==> src/rtl/intersection_controller.sv <==
// Traffic-light controller cycling GREEN -> YELLOW -> ALLRED across NUM_DIR approaches.
// Define DEMAND_SKIP_EN to skip directions without demand and hold green when nobody waits.
module intersection_controller #(
  parameter int unsigned NUM_DIR     = 4,
  parameter int unsigned TIMER_W     = 7,
  parameter int unsigned GREEN_TIME  = 30,
  parameter int unsigned YELLOW_TIME = 5,
  parameter int unsigned ALLRED_TIME = 2
) (
  input  logic               clk,
  input  logic               rst_n,
  input  logic               tick,
  input  logic               enable,
  input  logic [NUM_DIR-1:0] demand,
  output logic [NUM_DIR-1:0] green_light,
  output logic [NUM_DIR-1:0] yellow_light,
  output logic [NUM_DIR-1:0] red_light,
  output logic [2:0]         active_dir,
  output logic [TIMER_W-1:0] master_timer
);

  typedef enum logic [1:0] {IDLE, ALLRED, GREEN, YELLOW} state_t;

  localparam logic [TIMER_W-1:0] T_GREEN  = TIMER_W'(GREEN_TIME);
  localparam logic [TIMER_W-1:0] T_YELLOW = TIMER_W'(YELLOW_TIME);
  localparam logic [TIMER_W-1:0] T_ALLRED = TIMER_W'(ALLRED_TIME);
  localparam logic [TIMER_W-1:0] T_ONE    = TIMER_W'(1);

  state_t               state_q, state_d;
  logic [2:0]           dir_q, dir_d;
  logic [2:0]           nxt_q, nxt_d;
  logic                 adv_q, adv_d;
  logic [TIMER_W-1:0]   timer_q, timer_d;
  logic [NUM_DIR-1:0]   green_q, yellow_q, red_q;
  logic [NUM_DIR-1:0]   green_d, yellow_d, lamp_d;

  function automatic logic [2:0] succ(input logic [2:0] d);
    return (d == 3'(NUM_DIR - 1)) ? 3'd0 : d + 3'd1;
  endfunction

`ifdef DEMAND_SKIP_EN
  logic       skip_found;
  logic [2:0] skip_dir;

  always_comb begin
    logic [7:0] dem8;
    logic [2:0] cand;
    dem8       = 8'(demand);
    skip_found = 1'b0;
    skip_dir   = dir_q;
    cand       = dir_q;
    for (int unsigned k = 1; k < NUM_DIR; k++) begin
      cand = succ(cand);
      if (!skip_found && dem8[cand]) begin
        skip_found = 1'b1;
        skip_dir   = cand;
      end
    end
  end
`else
  logic unused_demand;
  assign unused_demand = ^demand;
`endif

  // adv_q separates a resume from IDLE (serve same direction) from a normal rotation.
  always_comb begin
    state_d = state_q;
    dir_d   = dir_q;
    nxt_d   = nxt_q;
    adv_d   = adv_q;
    timer_d = timer_q;
    if (!enable) begin
      state_d = IDLE;
      timer_d = '0;
    end else if (state_q == IDLE) begin
      state_d = ALLRED;
      timer_d = T_ALLRED;
      adv_d   = 1'b0;
    end else if (tick) begin
      if (timer_q != T_ONE) begin
        timer_d = timer_q - T_ONE;
      end else if (state_q == ALLRED) begin
        state_d = GREEN;
        timer_d = T_GREEN;
        if (adv_q) dir_d = nxt_q;
      end else if (state_q == GREEN) begin
`ifdef DEMAND_SKIP_EN
        if (skip_found) begin
          state_d = YELLOW;
          timer_d = T_YELLOW;
          nxt_d   = skip_dir;
        end else begin
          timer_d = T_GREEN;
        end
`else
        state_d = YELLOW;
        timer_d = T_YELLOW;
        nxt_d   = succ(dir_q);
`endif
      end else begin
        state_d = ALLRED;
        timer_d = T_ALLRED;
        adv_d   = 1'b1;
      end
    end
  end

  always_comb begin
    lamp_d   = {{(NUM_DIR-1){1'b0}}, 1'b1} << dir_d;
    green_d  = (state_d == GREEN)  ? lamp_d : '0;
    yellow_d = (state_d == YELLOW) ? lamp_d : '0;
  end

  always_ff @(posedge clk or negedge rst_n) begin
    if (!rst_n) begin
      state_q  <= IDLE;
      dir_q    <= '0;
      nxt_q    <= '0;
      adv_q    <= 1'b0;
      timer_q  <= '0;
      green_q  <= '0;
      yellow_q <= '0;
      red_q    <= '1;
    end else begin
      state_q  <= state_d;
      dir_q    <= dir_d;
      nxt_q    <= nxt_d;
      adv_q    <= adv_d;
      timer_q  <= timer_d;
      green_q  <= green_d;
      yellow_q <= yellow_d;
      red_q    <= ~(green_d | yellow_d);
    end
  end

  assign green_light  = green_q;
  assign yellow_light = yellow_q;
  assign red_light    = red_q;
  assign active_dir   = dir_q;
  assign master_timer = timer_q;

endmodule

==> config.mk <==
export PLATFORM = sky130hd
export DESIGN_NAME = intersection_controller
export DESIGN_NICKNAME = d
export VERILOG_FILES = /design/src/rtl/intersection_controller.sv
export SDC_FILE = /design/constraint.sdc
export NUM_CORES = 1
export LEC_CHECK = 0
export ABC_AREA = 0
export ABC_CLOCK_PERIOD_IN_PS = 2200
export CORE_MARGIN = 2
export CORE_UTILIZATION = 30
export CTS_CLUSTER_DIAMETER = 120
export CTS_CLUSTER_SIZE = 16
export DETAILED_ROUTE_END_ITERATION = 6
export GPL_ROUTABILITY_DRIVEN = 0
export PLACE_DENSITY = 0.6
export SYNTH_ARGS = -nofsm -noshare
export SYNTH_HDL_FRONTEND = slang
export SYNTH_SLANG_ARGS = --single-unit
export TNS_END_PERCENT = 10
==> constraint.sdc <==
create_clock -name clk -period 2.2 [get_ports clk]
set_input_delay 0.55 -clock clk [delete_from_list [all_inputs] [get_ports clk]]
set_output_delay 0.55 -clock clk [all_outputs]
set_load 0.03 [all_outputs]
# --- Word level (Yosys, flattened, before mapping) ---
# Index checks and enable logic that the tools add are counted.
op_classes:
  muxes: 26
  reduce_logical: 4
  shifts: 1
  add_sub_neg: 2
  bitwise: 5
  n_eq_ne: 10
ops:
  columns: ["operator", "n"]
  rows:
  - ["7-bit 2-to-1 mux", 4]
  - ["3-bit 2-to-1 mux", 8]
  - ["2-bit 2-to-1 mux", 6]
  - ["4-bit 2-to-1 mux", 2]
  - ["7-bit by 1-bit inequality test with 1-bit output, second input constant", 1]
  - ["7-bit by 1-bit subtractor with 7-bit output, second input constant", 1]
  - ["2-bit equality test, second input constant", 3]
  - ["2-bit inequality test, second input constant", 3]
  - ["6-bit AND reduction", 1]
  - ["1-bit 2-to-1 mux", 5]
  - ["5-bit 2-to-1 mux", 1]
  - ["5-bit AND reduction", 1]
  - ["4-bit NOT", 1]
  - ["4-bit bitwise OR", 1]
  - ["1-bit by 3-bit left shift with 4-bit output, first input constant", 1]
  - ["3-bit by 1-bit adder with 3-bit output, second input constant", 1]
  - ["3-bit by 2-bit equality test with 1-bit output, second input constant", 1]
  - ["3-bit by 2-bit inequality test with 1-bit output, second input constant", 1]
  - ["1-bit NOT", 3]
  - ["2-bit by 1-bit equality test with 1-bit output, second input constant", 1]
  - ["2-bit logical NOT", 1]
  - ["2-bit nonzero test", 1]
totals:
  word_cells: 56
  output_inout_bits: 22
  input_bits: 8
  ff_bits: 28

# --- Longest topological paths before layout ---
# Gate-level depths: netlist of run 1.
logic_depth:
  ltp_word: 11
  mapped_depth: 8
  depth_no_buf: 7

# --- Worst setup path after synthesis of run 1 ---
# OpenSTA, ideal clock, no wires.
synth_timing:
  path_type: "register to register"
  from: "register timer_q[4] (netlist: master_timer[4])"
  to: "register green_q[0] (netlist: green_light[0])"
  synth_period_minus_slack_ns: 2.196
  slack_ns: 0.004
  required_time_ns: 2.106
  arrival_ns: 2.102
  n_path_buf: 1
  setup_time_ns: 0.094
  stages_incl_launch_ff: 7
  path_cell_list: "dfrtp_1 -> or4_1 -> buf_6 -> nor3_4 -> mux2i_2 -> inv_2 -> a211oi_1"
synth_between:
  elab_chain_cells: 7
  elab_cells_between_ends: 12
  classes_between: "eq/ne (2); shift (1); mux (9)"
synth_lines:
  columns: ["item", "line_no", "source"]
  rows:
  - ["start: declaration", "33", "logic [TIMER_W-1:0] timer_q, timer_d;"]
  - ["start signal: assignment", "129", "timer_q <= timer_d;"]
  - ["7-bit by 1-bit inequality test with 1-bit output", "80", "if (timer_q != T_ONE) begin"]
  - ["3-bit 2-to-1 mux", "80", null]
  - ["3-bit 2-to-1 mux", "79", "end else if (tick) begin"]
  - ["3-bit 2-to-1 mux", "75", "end else if (state_q == IDLE) begin"]
  - ["3-bit 2-to-1 mux", "72", "if (!enable) begin"]
  - ["named net dir_d[1]", "30", "logic [2:0] dir_q, dir_d;"]
  - ["1-bit by 3-bit left shift with 4-bit output", "109", "lamp_d = {{(NUM_DIR-1){1'b0}}, 1'b1} << dir_d;"]
  - ["4-bit 2-to-1 mux", "110", "green_d = (state_d == GREEN) ? lamp_d : '0;"]
  - ["named net green_d[0]", "35", "logic [NUM_DIR-1:0] green_d, yellow_d, lamp_d;"]
  - ["end signal: assignment", "130", "green_q <= green_d;"]
  - ["end: declaration", "34", "logic [NUM_DIR-1:0] green_q, yellow_q, red_q;"]
# The timed path passes the listed nets, and every way through them passes these cells.
# A chain may end at the register's enable or synchronous reset.

# --- Worst setup path in the final report of run 1 ---
layout_timing:
  from: "register dir_q[0] (netlist: active_dir[0])"
  to: "output port active_dir[0]"
layout_rtl:
  columns: ["item", "line_no", "source"]
  rows:
  - ["start: declaration", "30", null]
  - ["start signal: assignment", "126", "dir_q <= dir_d;"]
  - ["end: declaration", "18", "output logic [2:0] active_dir,"]
# No word-level cell between the ends.

==> impl_metrics.prom, run 1 <==
# TYPE chip_impl_metric gauge
chip_impl_metric{name="syn2layout_area_growth",unit="%"} 35.9
chip_impl_metric{name="synth-async-reset-ratio",unit="%"} 100
chip_impl_metric{name="netSwitchingFraction",unit="%"} 26.4
chip_impl_metric{name="worst_clock_skew",unit="ps"} 2.79
chip_impl_metric{name="route.detailed.drc",unit=""} 0
chip_impl_metric{name="port_buffers",unit=""} 25
chip_impl_metric{name="post-cts-setup-buffer-count",unit=""} 0
chip_impl_metric{name="totalWireLength",unit="mm"} 3.35
chip_impl_metric{name="synth_top_area_share",unit="%"} 41.3
chip_impl_metric{name="cts.path.max_buffers",unit=""} 2
chip_impl_info{name="rsz_0062_raised_after_global_routing",value="false"} 1
chip_impl_metric{name="synth_sequential_area_ratio",unit="%"} 48.6
chip_impl_metric{name="number_of_warnings_reported_in_the_yosys_synthesis_log",unit=""} 0
chip_impl_metric{name="power.share.clock",unit="%"} 31.2
chip_impl_metric{name="worst_slew_pin_slew",unit="ps"} 429
chip_impl_info{name="path_class",value="reg2out"} 1
chip_impl_metric{name="fin_util",unit="%"} 42.1
chip_impl_metric{name="powerDensity",unit="mW/mm2"} 521
chip_impl_metric{name="synth-seq-cells",unit=""} 28
chip_impl_metric{name="drtPass1Iterations",unit=""} 4
chip_impl_info{name="cts.root.buffer_cell",value="clkbuf_8"} 1
chip_impl_metric{name="final_max_slew_viol_count",unit=""} 0
chip_impl_metric{name="worst-path-buf-inv",unit=""} 1
chip_impl_metric{name="synth.net_count",unit=""} 152
chip_impl_metric{name="edff_count_synth",unit=""} 0
chip_impl_metric{name="dr_total_vias",unit=""} 1213
chip_impl_info{name="hold_class",value="reg2reg"} 1
chip_impl_info{name="hold_path_startpoint",value="nxt_q[1]"} 1
chip_impl_info{name="dominant_combinational_cell_family_by_area_after_synthesis",value="simple AND/OR/NAND/NOR gates"} 1
chip_impl_metric{name="pwr-share-comb",unit="%"} 17.1
chip_impl_metric{name="netlist-cell-type-count",unit=""} 45
chip_impl_info{name="post-synth-top-area-cell",value="dfrtp_1"} 1
chip_impl_metric{name="detail_route_antenna_nets",unit=""} 0
chip_impl_metric{name="fraction_of_final_layout_cells_with_drive_strength_greater_than_1",unit="%"} 22.7
chip_impl_metric{name="synthXorXnorAreaFrac",unit="%"} 0
chip_impl_metric{name="clk_latency",unit="ps"} 270
chip_impl_metric{name="cp_slowest_stage_delay",unit="ps"} 730
chip_impl_info{name="clock_tree_from_tritoncts",value="built"} 1
chip_impl_metric{name="timing.max_cap.violations",unit=""} 0
chip_impl_metric{name="slew_headroom",unit="%"} 71.2
chip_impl_metric{name="fmax",unit="MHz"} 485
chip_impl_metric{name="grt_overflow",unit=""} 0
chip_impl_info{name="ys.flop_type",value="dfrtp_1"} 1
chip_impl_info{name="worstReg2RegStart",value="state_q[0]"} 1
chip_impl_metric{name="post_synth_mux_area_share",unit="%"} 4.74
chip_impl_metric{name="crit_required",unit="ps"} 1650
chip_impl_metric{name="timing_hold_violations_final",unit=""} 0
chip_impl_info{name="cpMaxStageDelayCell",value="clkdlybuf4s50_1"} 1
chip_impl_metric{name="clk_pin_slew_worst_paths",unit="ps"} 90
chip_impl_metric{name="die-height",unit="um"} 73.6
chip_impl_metric{name="timing.final.setup_violations",unit=""} 0
chip_impl_metric{name="die_x",unit="um"} 73.6
chip_impl_info{name="outcome",value="finished, final reports clean"} 1
chip_impl_metric{name="initial_utilization",unit="%"} 31.0
chip_impl_metric{name="drt_iter0_drc",unit=""} 92
chip_impl_metric{name="grt_pass1_vias",unit=""} 1250
chip_impl_metric{name="cts_sinks",unit=""} 28
chip_impl_metric{name="worst_ep_arrival_time",unit="ps"} 1510
chip_impl_metric{name="stdcell_area",unit="mm2"} 0.00197
chip_impl_metric{name="power_leakage",unit="nW"} 0.852
chip_impl_metric{name="via_per_inst",unit=""} 5.08
chip_impl_metric{name="period_share",unit="%"} 93.7
chip_impl_metric{name="power_frac_seq",unit="%"} 51.7
chip_impl_metric{name="gr-usage-all-layers",unit="%"} 13.7
chip_impl_info{name="worst_setup_path_startpoint",value="active_dir[0]"} 1
chip_impl_metric{name="hpwl",unit="mm"} 2.55
chip_impl_metric{name="num-nets-final",unit=""} 200
chip_impl_info{name="cp-start-kind",value="flip-flop"} 1
chip_impl_info{name="path_delay_family",value="buffers and inverters"} 1
chip_impl_metric{name="postSynthCellCount",unit=""} 138
chip_impl_metric{name="cts_inserted_buffers",unit=""} 3
chip_impl_metric{name="antenna_found_initial",unit=""} 0
chip_impl_metric{name="n_antenna_cell",unit=""} 0
chip_impl_metric{name="compound_gate_fraction_of_synth_area",unit="%"} 18.7
chip_impl_info{name="synthTopCellsByArea",value="dfrtp_1 41%, dfstp_2 7.2%, ha_1 5.2%, a211oi_1 4.7%, a21oi_1 4.5%"} 1
chip_impl_metric{name="critical_path.max_fanout",unit=""} 9
chip_impl_info{name="timing.critical_path.to_type",value="output port"} 1
chip_impl_metric{name="netSwitchingPower",unit="mW"} 0.271
chip_impl_metric{name="grt_max_degree",unit=""} 29
chip_impl_metric{name="clock_tree.htree_level_count",unit=""} 1
chip_impl_metric{name="final_period_minus_worst_setup_slack",unit="ps"} 2060
chip_impl_metric{name="synthAdderAreaFrac",unit="%"} 5.17
chip_impl_metric{name="design.core.area",unit="mm2"} 0.00469
chip_impl_metric{name="total_of_fill_cells_in_the_finished_design",unit=""} 449
chip_impl_metric{name="ir_drop",unit="V"} 0.000308
chip_impl_metric{name="post_syn_area",unit="mm2"} 0.00145
chip_impl_metric{name="intPower",unit="mW"} 0.757
chip_impl_metric{name="detail_route.wl_per_cell",unit="um"} 14.0
chip_impl_metric{name="top_level_ports",unit=""} 30
chip_impl_metric{name="grt_pass1_wl",unit="mm"} 5.80
chip_impl_metric{name="site_rows",unit=""} 25
chip_impl_metric{name="die-area",unit="mm2"} 0.00541
chip_impl_metric{name="avgSynthCellArea",unit="um2"} 10.5
chip_impl_metric{name="post_synth_and_or_nand_nor_area_fraction",unit="%"} 18.8
chip_impl_info{name="worstPathCellList",value="clkdlybuf4s50_1"} 1
chip_impl_metric{name="placedInstanceArea",unit="mm2"} 0.00191
[power groups by stage]
stage / Combinational [mW] / Sequential, mW / Clock [mW]
2_1_floorplan: 0.0878 / 0.556 / 0
3_3_place_gp: 0.172 / 0.541 / 0
3_5_place_dp: 0.176 / 0.541 / 0
4_1_cts: 0.177 / 0.531 / 0.334
5_1_grt: 0.195 / 0.533 / 0.356
6_report: 0.176 / 0.531 / 0.321
[routing by layer]
layer	vias up	GRT usage (%)	share of wire (%)	wire, um
met2	34	23.4	50	1680
li1	596	-	-	-
met3	4	3.02	5.1	170
met5	-	0	0	0
met1	579	17.6	44	1480
met4	0	3.43	0.72	24
[final cells by class]
class,count,area [um2],share of cell area [%]
multi-input cells,97,697,35.3
repair buffers,47,415,21.0
flip-flops and latches,28,706,35.7
clock buffers,4,55.1,2.79
inverters,9,33.8,1.71
well taps,54,67.6,3.42
[synth_stat cells, types with 2 or more instances]
cell / number
a211oi_1: 9
a21o_1: 2
a21oi_1: 13
and3_1: 2
buf_2: 2
dfrtp_1: 24
dfstp_2: 4
ha_1: 6
inv_1: 7
inv_2: 2
mux2_1: 2
mux2_2: 2
nand2_1: 8
nand2b_1: 4
nor2_1: 6
nor2b_1: 2
nor3_1: 4
nor4_1: 2
o21ai_0: 6
o21ai_1: 3
o31ai_1: 2
or3_1: 3
[logic make-up after synthesis]
family / count (synthesis)
and+or+nand+nor: 43
AOI/OAI and AO/OA: 42
DFF: 28
buffers and inverters: 13
muxes: 6
adders and majority gates: 6
[through the flow]
step           std cells  hold slack, ps  worst slack (ps)  setup TNS [ps]  total power [mW]
3_3_place_gp         235             494             -99.4            -838             0.713
3_5_place_dp         235             499              -149           -1230             0.717
4_1_cts              239             526              88.0               0              1.04
6_report             239             521               138               0              1.03
2_1_floorplan        138             254              3.64               0             0.644
5_1_grt              239             557              17.3               0              1.08
[placed cells by master (no fill, tap or decap), types with 2 or more instances in the layout]
cell type	instances
a211oi_1	9
a21o_1	2
a21oi_1	13
and3_1	2
buf_4	22
clkbuf_8	4
clkdlybuf4s50_1	25
dfrtp_1	24
dfstp_2	4
ha_1	6
inv_1	7
inv_2	2
mux2_1	2
mux2_2	2
nand2_1	8
nand2b_1	4
nor2_1	6
nor2b_1	2
nor3_1	4
nor4_2	2
o21ai_0	6
o21ai_1	3
o31ai_1	2
or3_1	3
[final timing paths]
| kind | endpoint | slack [ps] | depth (start not counted) |
|---|---|---|---|
| max in group asynchronous | red_light[3] | 1240 | 2 |
| max reg2reg | yellow_light[2] | 150 | 6 |
| min in group asynchronous | master_timer[0] | 650 | 2 |
| max | active_dir[0] | 140 | 1 |
| min reg2reg | nxt_q[1] | 520 | 1 |
| min | nxt_q[1] | 520 | 1 |
[flip-flops by register name, indices dropped and copies added, names as in the netlist]
signal and count:
active_dir 3, adv_q 1, red_light 4, yellow_light 4, state_q 2, nxt_q 3, green_light 4, master_timer 7
[timing repair]
action | in CTS | in global routing
hold endpoints to repair | 0 | 0
setup endpoints to repair | 0 | 4
hold buffers | 0 | 0
gates resized for setup | 0 | 2
Note: power is estimated with default switching activity, not from simulation.
==> inputs of run 2 (changes only) <==
GPL_ROUTABILITY_DRIVEN = default   (was 0)
==> results of run 2 <==
No change in the layout: final DEF, timing and power equal those of run 1.
